--- src/rtl/sync_fifo_pkg.sv ---
// Shared definitions for the extended synchronous FIFO.
//   ptr_width(depth) : width of a wrap-bit pointer (address bits + 1)
//   fifo_mode_e      : read-side behaviour selected by the FWFT parameter
package sync_fifo_pkg;

  typedef enum logic {
    MODE_REG  = 1'b0,
    MODE_FWFT = 1'b1
  } fifo_mode_e;

  function automatic int ptr_width(input int depth);
    return $clog2(depth) + 1;
  endfunction

endpackage

--- src/rtl/fifo_ram.sv ---
// Storage for the extended FIFO: one synchronous write port and one
// asynchronous read port. Contents are never reset.
//   clk_i   : clock
//   we_i    : write enable
//   waddr_i : write address
//   wdata_i : write data
//   raddr_i : read address
//   rdata_o : read data (combinational from raddr_i)
module fifo_ram #(
  parameter int DATA_WIDTH = 8,
  parameter int FIFO_DEPTH = 8,
  parameter int ADDR_WIDTH = 3
) (
  input  logic                  clk_i,
  input  logic                  we_i,
  input  logic [ADDR_WIDTH-1:0] waddr_i,
  input  logic [DATA_WIDTH-1:0] wdata_i,
  input  logic [ADDR_WIDTH-1:0] raddr_i,
  output logic [DATA_WIDTH-1:0] rdata_o
);

  logic [DATA_WIDTH-1:0] mem_q [FIFO_DEPTH];

  always_ff @(posedge clk_i) begin
    if (we_i) begin
      mem_q[waddr_i] <= wdata_i;
    end
  end

  assign rdata_o = mem_q[raddr_i];

endmodule

--- src/rtl/sync_fifo_ext.sv ---
// Single-clock FIFO with fill level, almost-full/almost-empty thresholds,
// sticky overflow/underflow flags and a selectable FWFT read mode.
//   clk, rst_n       : clock, asynchronous active-low reset
//   wr_en, w_data    : push request and data
//   rd_en            : pop request
//   r_data, r_valid  : read data and its qualifier
//   full, empty      : count == FIFO_DEPTH / count == 0
//   almost_full      : count >= AFULL_THRESH
//   almost_empty     : count <= AEMPTY_THRESH
//   count            : stored entries
//   overflow         : sticky, write attempted while full
//   underflow        : sticky, read attempted while empty
//   clr_err          : synchronous clear of overflow/underflow
module sync_fifo_ext
  import sync_fifo_pkg::*;
#(
  parameter int DATA_WIDTH    = 8,
  parameter int FIFO_DEPTH    = 8,
  parameter int AFULL_THRESH  = 6,
  parameter int AEMPTY_THRESH = 2,
  parameter int FWFT          = 0
) (
  input  logic                              clk,
  input  logic                              rst_n,
  input  logic                              wr_en,
  input  logic [DATA_WIDTH-1:0]             w_data,
  input  logic                              rd_en,
  output logic [DATA_WIDTH-1:0]             r_data,
  output logic                              r_valid,
  output logic                              full,
  output logic                              empty,
  output logic                              almost_full,
  output logic                              almost_empty,
  output logic [ptr_width(FIFO_DEPTH)-1:0]  count,
  output logic                              overflow,
  output logic                              underflow,
  input  logic                              clr_err
);

  localparam int              PW       = ptr_width(FIFO_DEPTH);
  localparam int              AW       = PW - 1;
  localparam fifo_mode_e      MODE     = (FWFT != 0) ? MODE_FWFT : MODE_REG;
  localparam logic [PW-1:0]   DEPTH_C  = PW'(FIFO_DEPTH);
  localparam logic [PW-1:0]   AFULL_C  = PW'(AFULL_THRESH);
  localparam logic [PW-1:0]   AEMPTY_C = PW'(AEMPTY_THRESH);
  localparam logic [PW-1:0]   PTR_ONE  = PW'(1);

  if ((FIFO_DEPTH < 2) || ((FIFO_DEPTH & (FIFO_DEPTH - 1)) != 0)) begin : g_bad_depth
    $error("sync_fifo_ext: FIFO_DEPTH must be a power of two and >= 2");
  end
  if ((AFULL_THRESH < 1) || (AFULL_THRESH > FIFO_DEPTH)) begin : g_bad_afull
    $error("sync_fifo_ext: AFULL_THRESH out of range 1..FIFO_DEPTH");
  end
  if ((AEMPTY_THRESH < 0) || (AEMPTY_THRESH > FIFO_DEPTH - 1)) begin : g_bad_aempty
    $error("sync_fifo_ext: AEMPTY_THRESH out of range 0..FIFO_DEPTH-1");
  end

  logic [PW-1:0]         wr_ptr_q, wr_ptr_d;
  logic [PW-1:0]         rd_ptr_q, rd_ptr_d;
  logic                  overflow_q, overflow_d;
  logic                  underflow_q, underflow_d;
  logic                  wr_acc, rd_acc;
  logic [DATA_WIDTH-1:0] ram_rdata;

  // Status is decoded purely from the registered pointers; the wrap bit
  // makes the modular difference distinguish full from empty.
  assign count        = wr_ptr_q - rd_ptr_q;
  assign full         = (count == DEPTH_C);
  assign empty        = (count == '0);
  assign almost_full  = (count >= AFULL_C);
  assign almost_empty = (count <= AEMPTY_C);
  assign overflow     = overflow_q;
  assign underflow    = underflow_q;

  assign wr_acc = wr_en & ~full;
  assign rd_acc = rd_en & ~empty;

  always_comb begin
    wr_ptr_d    = wr_acc ? (wr_ptr_q + PTR_ONE) : wr_ptr_q;
    rd_ptr_d    = rd_acc ? (rd_ptr_q + PTR_ONE) : rd_ptr_q;
    // A new error in the same cycle as clr_err must survive the clear.
    overflow_d  = (wr_en & full)  ? 1'b1 : (clr_err ? 1'b0 : overflow_q);
    underflow_d = (rd_en & empty) ? 1'b1 : (clr_err ? 1'b0 : underflow_q);
  end

  always_ff @(posedge clk or negedge rst_n) begin
    if (!rst_n) begin
      wr_ptr_q    <= '0;
      rd_ptr_q    <= '0;
      overflow_q  <= 1'b0;
      underflow_q <= 1'b0;
    end else begin
      wr_ptr_q    <= wr_ptr_d;
      rd_ptr_q    <= rd_ptr_d;
      overflow_q  <= overflow_d;
      underflow_q <= underflow_d;
    end
  end

  fifo_ram #(
    .DATA_WIDTH (DATA_WIDTH),
    .FIFO_DEPTH (FIFO_DEPTH),
    .ADDR_WIDTH (AW)
  ) u_ram (
    .clk_i   (clk),
    .we_i    (wr_acc),
    .waddr_i (wr_ptr_q[AW-1:0]),
    .wdata_i (w_data),
    .raddr_i (rd_ptr_q[AW-1:0]),
    .rdata_o (ram_rdata)
  );

  if (MODE == MODE_REG) begin : g_reg_read
    logic [DATA_WIDTH-1:0] r_data_q, r_data_d;
    logic                  r_valid_q;

    always_comb begin
      r_data_d = rd_acc ? ram_rdata : r_data_q;
    end

    always_ff @(posedge clk or negedge rst_n) begin
      if (!rst_n) begin
        r_data_q  <= '0;
        r_valid_q <= 1'b0;
      end else begin
        r_data_q  <= r_data_d;
        r_valid_q <= rd_acc;
      end
    end

    assign r_data  = r_data_q;
    assign r_valid = r_valid_q;
  end else begin : g_fwft_read
    // Storage is not reset, so the head word is masked while empty to keep
    // r_data at zero after reset.
    assign r_data  = empty ? '0 : ram_rdata;
    assign r_valid = ~empty;
  end

endmodule

--- config.mk ---
export PLATFORM = sky130hd
export DESIGN_NAME = sync_fifo_ext
export DESIGN_NICKNAME = d
export VERILOG_FILES = /design/src/rtl/sync_fifo_pkg.sv /design/src/rtl/fifo_ram.sv /design/src/rtl/sync_fifo_ext.sv
export SDC_FILE = /design/constraint.sdc
export NUM_CORES = 1
export LEC_CHECK = 0
export ABC_CLOCK_PERIOD_IN_PS = 4700
export BUFFER_PORTS_ARGS = -buffer_cell sky130_fd_sc_hd__buf_2
export CELL_PAD_IN_SITES_DETAIL_PLACEMENT = 0
export CELL_PAD_IN_SITES_GLOBAL_PLACEMENT = 2
export CORE_ASPECT_RATIO = 1.75
export CORE_MARGIN = 2
export CORE_UTILIZATION = 40
export CTS_BUF_LIST = sky130_fd_sc_hd__clkbuf_2
export DETAILED_ROUTE_END_ITERATION = 8
export GPL_TIMING_DRIVEN = 0
export HOLD_SLACK_MARGIN = 0.1
export PLACE_DENSITY = 0.8
export SYNTH_ARGS = -nofsm -noshare
export SYNTH_HDL_FRONTEND = slang
export SYNTH_SLANG_ARGS = --single-unit
--- constraint.sdc ---
create_clock -name clk -period 4.7 [get_ports clk]
set_input_delay 0.705 -clock clk [delete_from_list [all_inputs] [get_ports clk]]
set_output_delay 0.705 -clock clk [all_outputs]
set_load 0.03 [all_outputs]
==> results.rst, run 1 <==
.. list-table::
   :header-rows: 1

   * - Metric
     - Value
   * - Outcome
     - finished, final reports clean
   * - Post-Route Hold Slack
     - 0.412 ns
   * - Worst Setup End Kind
     - output pin
   * - Share of post-route cells with drive strength above 1
     - 37.3%
   * - Met3 track utilization from global routing
     - 3.34%
   * - Initial antenna violation count
     - 1
   * - Share of the yosys chip area belonging to registers
     - 70.0%
   * - Proportion of power drawn by flip-flops and latches
     - 36.6%
   * - Total global routing track utilization
     - 15.6%
   * - Vias per inst
     - 4.96
   * - Via count of the first global-routing pass
     - 1923
   * - Die Span Y
     - 126 µm
   * - Overflow after GRT
     - 0
   * - Die area
     - 9350 µm²
   * - Synth Net Count
     - 217
   * - Non-filler cells in the finished layout
     - 365
   * - Crit path arrival time
     - 3.24 ns
   * - Library cell used as clock root buffer
     - sky130_fd_sc_hd__clkbuf_2
   * - Power density normalized to cell area
     - 739 nW/µm²
   * - Total wire length after detailed routing
     - 6410 µm
   * - Number of slew-limit violations in the final report
     - 0
   * - Period Utilization, post-route
     - 83.9%
   * - Critical path start-end classification
     - reg -> out
   * - Number of top-level pins
     - 32
   * - Total standard cell area after synthesis
     - 3430 µm²
   * - Area of the multi-input gates
     - 985 µm²
   * - Logic pwr share
     - 49.2%
   * - Buffers from clock root to sink, at most
     - 2
   * - Gr busiest metal
     - met2
   * - Relative slew slack
     - 36.8%
   * - Met1 routing resource usage after global routing
     - 17.4%
   * - Clock tree from TritonCTS
     - built
   * - Setup clock skew after layout
     - 0.0291 ns
   * - Width of the die
     - 74.0 µm
   * - Number of placed instances, taps included
     - 347
   * - Post-detailed-route DRC marker count
     - 0
   * - Hold buffer count at CTS
     - 1
   * - Final RePlAce weighted congestion
     - 0.728
   * - Clock insertion delay at the later pin of the skew report
     - 0.53 ns
   * - Number of endpoints with negative hold slack in the final report
     - 0
   * - Number of maximum-capacitance constraint violations
     - 0
   * - Accumulated negative setup slack
     - 0 ns
   * - Startpoint type of the worst setup path
     - register
   * - Fill count
     - 732
   * - Length of the first detailed-routing pass in iterations
     - 4
   * - Global-route wire length before repair
     - 10100 µm
   * - Worst IR drop on VDD
     - 526 µV
   * - Std-Cell Rows
     - 44
   * - TritonCTS sink count
     - 83
   * - Register area
     - 2400 µm²
   * - Initial cell density of the core
     - 41.2%
   * - Tot Pwr
     - 0.00290 W
   * - Number of nets in the layout
     - 263
   * - Avg Inst Size Synth
     - 17.3 µm²
   * - Period minus WS final
     - 3.94 ns
   * - Maximum number of pins on one net before global-route repair
     - 20
   * - Count of input and output buffers
     - 31
   * - Count of mapped cells out of synthesis
     - 198
   * - Number of storage elements in the synthesis netlist
     - 83
   * - Cell internal power dissipation
     - 0.00170 W
   * - Remaining number of nets flagged by the antenna check after routing
     - 0
   * - Switching pwr
     - 0.00120 W
   * - Count of final setup violators
     - 0
   * - TritonCTS Buffers
     - 9
   * - Number of DRC markers in iteration 0
     - 92
   * - Switching portion of total power
     - 41.5%
   * - Met2 layer usage reported by global route
     - 27.0%
   * - Least-Margin Pin Slew
     - 0.943 ns
   * - Fraction of power consumed by the clock network
     - 14.2%
   * - Via total after detailed routing
     - 1809
   * - Area growth from synthesis to final layout
     - 14.6%
   * - Core region area
     - 8310 µm²
   * - Static leakage
     - 1.48 nW
   * - Unrepaired setup endpoints after global routing
     - no
   * - Data required time at the worst endpoint
     - 3.99 ns
   * - HPWL after detailed placement
     - 4450 µm
   * - Critical path peak fanout
     - 10
   * - Library cells used by synthesis
     - 34
   * - # H-tree levels
     - 3
   * - Tightest Hold Check Type
     - in -> reg
   * - Avg WL per Cell
     - 17.6 µm
   * - Highest clock rate
     - 254 MHz
   * - Number of instances resized during post-cts repair
     - 0
   * - Setup bufs post-CTS
     - 0
   * - Worst-path clk slew
     - 0.22 ns
   * - Yosys warns
     - 0
[worst max-delay path, stage by stage, from the launching register on]
cell	delay (ns)
sky130_fd_sc_hd__dfrtp_1	0.44
sky130_fd_sc_hd__buf_2	0.30
sky130_fd_sc_hd__buf_1	0.50
sky130_fd_sc_hd__inv_1	0.10
sky130_fd_sc_hd__ha_1	0.31
sky130_fd_sc_hd__and3b_4	0.19
sky130_fd_sc_hd__or3_4	0.42
sky130_fd_sc_hd__a21oi_4	0.22
sky130_fd_sc_hd__buf_2	0.23
[state kept, by name, indices dropped and copies added (netlist names)]
register and count:
r_data 8, underflow 1, overflow 1, wr_ptr_q 4, r_valid 1, rd_ptr_q 4, u_ram.mem_q 64
[worst paths after layout]
check	start	endpoint	cells after the start	slack (ns)
max in group asynchronous	rst_n	underflow$_DFFE_PN0P_	2	3.75
worst min register to register	r_data[6]$_DFFE_PN0P_	r_data[6]$_DFFE_PN0P_	1	0.53
worst max-delay path	rd_ptr_q[1]$_DFFE_PN0P_	full	8	0.76
worst min-delay path	wr_en	overflow$_DFFE_PN0P_	2	0.41
worst max register to register	rd_ptr_q[1]$_DFFE_PN0P_	u_ram.mem_q[2][0]$_DFFE_PP_	10	1.08
min in group asynchronous	rst_n	wr_ptr_q[0]$_DFFE_PN0P_	2	0.61
[cells in the mapped netlist (all sizes together)]
master	count	area share [%]
xnor2	5	1.3
nor4	2	0.37
a211oi	1	0.22
inv	9	0.99
mux4	16	11
nor3b	1	0.22
o31ai	1	0.22
buf	6	1.2
nand4	1	0.18
o211ai	2	0.44
ha	5	1.8
a21o	1	0.26
clkbuf	1	0.11
or3	1	0.33
a21oi	2	0.62
dfrtp	19	14
nand2	30	3.5
edfxtp	64	56
nand2b	1	0.18
mux2	10	3.4
o21ai	2	0.51
nand3	1	0.15
nor3	6	0.88
fa	1	0.58
nor2	3	0.33
xor2	3	0.77
and3b	1	0.37
a22o	2	0.51
clkinv	1	0.11
[cells in the final DEF (no fill, tap or decap), types with 5 or more instances in the layout]
| cell type | n |
|---|---|
| sky130_fd_sc_hd__clkbuf_2 | 11 |
| sky130_fd_sc_hd__nand2_1 | 29 |
| sky130_fd_sc_hd__buf_2 | 35 |
| sky130_fd_sc_hd__dfrtp_1 | 19 |
| sky130_fd_sc_hd__ha_1 | 5 |
| sky130_fd_sc_hd__nor3_2 | 5 |
| sky130_fd_sc_hd__mux4_2 | 16 |
| sky130_fd_sc_hd__xnor2_1 | 5 |
| sky130_fd_sc_hd__mux2_2 | 9 |
| sky130_fd_sc_hd__edfxtp_1 | 64 |
| sky130_fd_sc_hd__inv_1 | 9 |
[through the flow]
| step | utilization, % | instance area [µm²] | setup WS [ns] |
|---|---|---|---|
| finish | 47.2 | 3930 | 0.756 |
| global route | 47.2 | 3930 | 0.461 |
| CTS | 47.2 | 3920 | 0.547 |
| detailed placement | 45.5 | 3780 | 0.589 |
| global placement | 44.8 | 3730 | 0.194 |
| floorplan | - | 3430 | 1.31 |
[power groups by stage]
stage	Combinational (W)	Clock (W)	Sequential, W
6_report	0.00143	0.000412	0.00106
4_1_cts	0.00146	0.000429	0.00106
3_5_place_dp	0.00146	0	0.00108
3_3_place_gp	0.00143	0	0.00107
2_1_floorplan	0.00100	0	0.00114
5_1_grt	0.00158	0.000454	0.00108
[cell families (layout without fill, tap and decap cells)]
kind of cell    Yosys count  in the layout  share of synthesized area [%]
compound gates           11             11                           2.77
xor+xnor                  8              8                           2.04
fa+ha+maj                 6              6                           2.41
buf+inv                  17             68                           2.41
flops                    83             83                           70.0
mux                      26             26                           13.9
other cells               0              1                              0
simple gates             47             47                           6.50
[cell type report]
type                    instances  share of cell area (%)
multi-input cells              98                    25.1
inverters                      10                   0.956
clock buffers                  11                    1.40
repair buffers                 35                    4.71
plain buffers                   7                    1.15
well taps                     115                    3.66
diodes                          1                  0.0637
clock inverters                 5                    1.94
flip-flops and latches         83                    61.0
[metal layers]
| layer | up-vias | part of all wire (%) |
|---|---|---|
| met3 | 4 | 2.6 |
| li1 | 846 | - |
| met1 | 918 | 40 |
| met2 | 41 | 57 |
| met4 | 0 | 0.69 |
| met5 | - | 0 |
Note: power is estimated with default switching activity, not from simulation.
==> inputs of run 2 (changes only) <==
--- a/config.mk
+++ b/config.mk
@@ -5,7 +5,7 @@
 export SDC_FILE = /design/constraint.sdc
 export NUM_CORES = 1
 export LEC_CHECK = 0
-export ABC_CLOCK_PERIOD_IN_PS = 4700
+export ABC_CLOCK_PERIOD_IN_PS = 3600
 export BUFFER_PORTS_ARGS = -buffer_cell sky130_fd_sc_hd__buf_2
 export CELL_PAD_IN_SITES_DETAIL_PLACEMENT = 0
 export CELL_PAD_IN_SITES_GLOBAL_PLACEMENT = 2
@@ -16,7 +16,7 @@
 export DETAILED_ROUTE_END_ITERATION = 8
 export GPL_TIMING_DRIVEN = 0
 export HOLD_SLACK_MARGIN = 0.1
-export PLACE_DENSITY = 0.8
+export PLACE_DENSITY = 0.83
 export SYNTH_ARGS = -nofsm -noshare
 export SYNTH_HDL_FRONTEND = slang
 export SYNTH_SLANG_ARGS = --single-unit
==> constraint.sdc (replaced) <==
create_clock -name clk -period 3.6 [get_ports clk]
set_input_delay 0.54 -clock clk [delete_from_list [all_inputs] [get_ports clk]]
set_output_delay 0.54 -clock clk [all_outputs]
set_load 0.03 [all_outputs]
==> run 2 against run 1 <==
Via count down 2.6%. Setup slack worse by 0.48 ns. Total power is 25% higher. Combinational power up 29%. Largest power group unchanged.
==> results.rst, run 2 (synthesis gave the netlist of run 1 again) <==
.. list-table::
   :header-rows: 1

   * - Metric
     - Value
   * - Data required time at the worst endpoint
     - 3.06 ns (was 3.99 ns)
   * - Start point of the critical path
     - rd_ptr_q[1]$_DFFE_PN0P_ (unchanged)
   * - Setup bufs post-CTS
     - 0 (unchanged)
   * - Tightest Hold Check Type
     - in -> reg (unchanged)
   * - Relative slew slack
     - 41.0% (was 36.8%)
   * - Period Utilization, post-route
     - 92.4%
   * - Buffers from clock root to sink, at most
     - 2 (unchanged)
   * - Overflow after GRT
     - 0 (unchanged)
   * - Share of post-route cells with drive strength above 1
     - 38.1% (was 37.3%)
   * - Initial cell density of the core
     - 41.2% (unchanged)
   * - Power density normalized to cell area
     - 936 nW/µm² (was 739 nW/µm²)
   * - Minimum setup slack after placement
     - -0.422 ns (was 0.589 ns)
   * - Count of input and output buffers
     - 31 (unchanged)
   * - Global-route wire length before repair
     - 9570 µm (was 10100 µm)
   * - Worst IR drop on VDD
     - 482 µV (was 526 µV)
   * - Leading cell type in the layout, fill and taps excluded
     - sky130_fd_sc_hd__edfxtp_1 (unchanged)
   * - Via total after detailed routing
     - 1762 (was 1809)
   * - Number of nets in the layout
     - 261 (was 263)
   * - Total wire length after detailed routing
     - 5870 µm (was 6410 µm)
   * - Period minus WS final
     - 3.33 ns
   * - Vias per inst
     - 4.85 (was 4.96)
   * - Std-Cell Rows
     - 44 (unchanged)
   * - Origin of the critical flop-to-flop path
     - rd_ptr_q[1]$_DFFE_PN0P_ (unchanged)
   * - Clock tree from TritonCTS
     - built (unchanged)
   * - Static leakage
     - 1.46 nW (was 1.48 nW)
   * - Number of endpoints with negative hold slack in the final report
     - 0 (unchanged)
   * - Critical path peak fanout
     - 19 (was 10)
   * - Width of the die
     - 74.0 µm (unchanged)
   * - Area growth from synthesis to final layout
     - 13.3% (was 14.6%)
   * - Length of the first detailed-routing pass in iterations
     - 4 (unchanged)
   * - Highest clock rate
     - 301 MHz
   * - Depth of the worst register-to-register path
     - 9 (was 10)
   * - Least-Margin Pin Slew
     - 0.881 ns (was 0.943 ns)
   * - Avg WL per Cell
     - 16.2 µm (was 17.6 µm)
   * - Number of slew-limit violations in the final report
     - 0 (unchanged)
   * - Total global routing track utilization
     - 14.4% (was 15.6%)
   * - Cells traversed along the worst timing path
     - clkbuf_4 -> inv_1 -> ha_1 -> and3b_4 -> or3_4 -> a21oi_4 -> buf_2 (was buf_2 -> buf_1 -> inv_1 -> ha_1 -> and3b_4 -> or3_4 -> a21oi_4 -> buf_2)
   * - Clock insertion delay at the later pin of the skew report
     - 0.55 ns (was 0.53 ns)
   * - Initial antenna violation count
     - 1 (unchanged)
   * - Crit path arrival time
     - 2.79 ns (was 3.24 ns)
   * - Register with the most flip-flops
     - u_ram.mem_q (unchanged)
   * - TritonCTS sink count
     - 83 (unchanged)
   * - Die Span Y
     - 126 µm (unchanged)
   * - Cell count of the worst hold path
     - 1 (was 2)
   * - Worst-path clk slew
     - 0.22 ns (about the same)
   * - Die area
     - 9350 µm² (unchanged)
   * - Setup clock skew after layout
     - 0.0258 ns (was 0.0291 ns)
   * - Final RePlAce weighted congestion
     - 0.727 (was 0.728)
   * - CP max stage cell
     - sky130_fd_sc_hd__dfrtp_1 (was sky130_fd_sc_hd__buf_1)
   * - Critical path start-end classification
     - reg -> out (unchanged)
   * - Count of final setup violators
     - 0 (unchanged)
   * - Startpoint type of the worst setup path
     - register (unchanged)
   * - Commonest cells after routing, fill and taps aside
     - sky130_fd_sc_hd__edfxtp_1, sky130_fd_sc_hd__buf_2, sky130_fd_sc_hd__nand2_1 (unchanged)
   * - Worst min-delay path startpoint
     - w_data[0] (was wr_en)
   * - Unrepaired setup endpoints after global routing
     - no (unchanged)
   * - Max incr delay on CP
     - 0.47 ns (was 0.50 ns)
   * - Fin worst setup slack
     - 0.275 ns (was 0.756 ns)
   * - HPWL after detailed placement
     - 4230 µm (was 4450 µm)
   * - Number of DRC markers in iteration 0
     - 84 (was 92)
   * - Worst Setup End Kind
     - output pin (unchanged)
   * - Number of top-level pins
     - 32 (unchanged)
   * - TritonCTS Buffers
     - 9 (unchanged)
   * - Post-detailed-route DRC marker count
     - 0 (unchanged)
   * - Number of maximum-capacitance constraint violations
     - 0 (unchanged)
   * - Number of flip-flops under the largest register name
     - 64 (unchanged)
   * - Core region area
     - 8310 µm² (unchanged)
   * - Accumulated negative setup slack
     - 0 ns (unchanged)
   * - Fill count
     - 723 (was 732)
   * - Via count of the first global-routing pass
     - 1810 (was 1923)
   * - Outcome
     - finished, final reports clean (unchanged)
   * - Library cell used as clock root buffer
     - sky130_fd_sc_hd__clkbuf_2 (unchanged)
   * - Maximum number of pins on one net before global-route repair
     - 20 (unchanged)
   * - # H-tree levels
     - 3 (unchanged)
   * - Remaining number of nets flagged by the antenna check after routing
     - 0 (unchanged)
   * - Post-Route Hold Slack
     - 0.241 ns (was 0.412 ns)
## run 2: cell count changes in the layout (fill, tap and decap cells not counted), sizes merged
cell and delta:
buf -3, bufinv -2, clkbuf +2, clkinv +1
clkinvlp +1, inv -1
## run 2: per-stage QoR
step | power [W] | instances | util, % | cell area [µm²]
CTS | 0.00369 | 362 | 46.7 | 3880
finish | 0.00363 | 363 | 46.7 | 3880
global placement | 0.00323 | 344 | 44.8 | 3730
detailed placement | 0.00328 | 346 | 45.2 | 3760
global route | 0.00389 | 363 | 46.7 | 3880
floorplan | 0.00281 | 198 | - | 3430
## run 2: final timing paths
| kind | to | slack (ns) |
|---|---|---|
| min | u_ram.mem_q[6][0]$_DFFE_PP_ | 0.24 |
| max | full | 0.27 |
| max in group asynchronous | r_data[7]$_DFFE_PN0P_ | 2.82 |
| min reg2reg | r_data[6]$_DFFE_PN0P_ | 0.52 |
| max reg2reg | u_ram.mem_q[3][2]$_DFFE_PP_ | 0.56 |
| min in group asynchronous | wr_ptr_q[2]$_DFFE_PN0P_ | 0.44 |
## run 2: cell type report
cell class | instances | area (µm²) | share of cell area, %
flip-flops and latches | 83 | 2400 | 61.7
inverters | 10 | 37.5 | 0.966
clock inverters | 4 | 28.8 | 0.741
diodes | 1 | 2.50 | 0.0644
well taps | 115 | 144 | 3.70
multi-input cells | 98 | 990 | 25.5
plain buffers | 6 | 43.8 | 1.13
repair buffers | 34 | 180 | 4.64
clock buffers | 12 | 60.1 | 1.55
## run 2: where the power goes
group	internal, W	leakage (nW)	switching (W)
clock	0.0000998	0.0598	0.000312
combinational	0.000716	0.586	0.00112
sequential	0.00127	0.810	0.000117
## run 2: worst max-delay path, delay by kind of cell, from the launching register on
kind,cells,cell delay [ns]
adders and majority gates,1,0.29
buffers and inverters,3,0.67
and+or+nand+nor,2,0.61
AOI/OAI and AO/OA,1,0.22
DFF,1,0.47
## run 2: timing repair
item,4_1_cts,5_1_grt
resized for setup,5,1
endpoints found under the setup margin,45,1
hold buffers,1,0
hold endpoints to repair,19,0
## run 2: layer usage
layer | vias up | GRT usage, % | share of wire (%)
met5 | - | 0 | 0
met4 | 0 | 10.3 | 3.4
met3 | 13 | 1.91 | 3.0
met2 | 39 | 22.8 | 54
met1 | 873 | 17.6 | 40
li1 | 837 | - | -
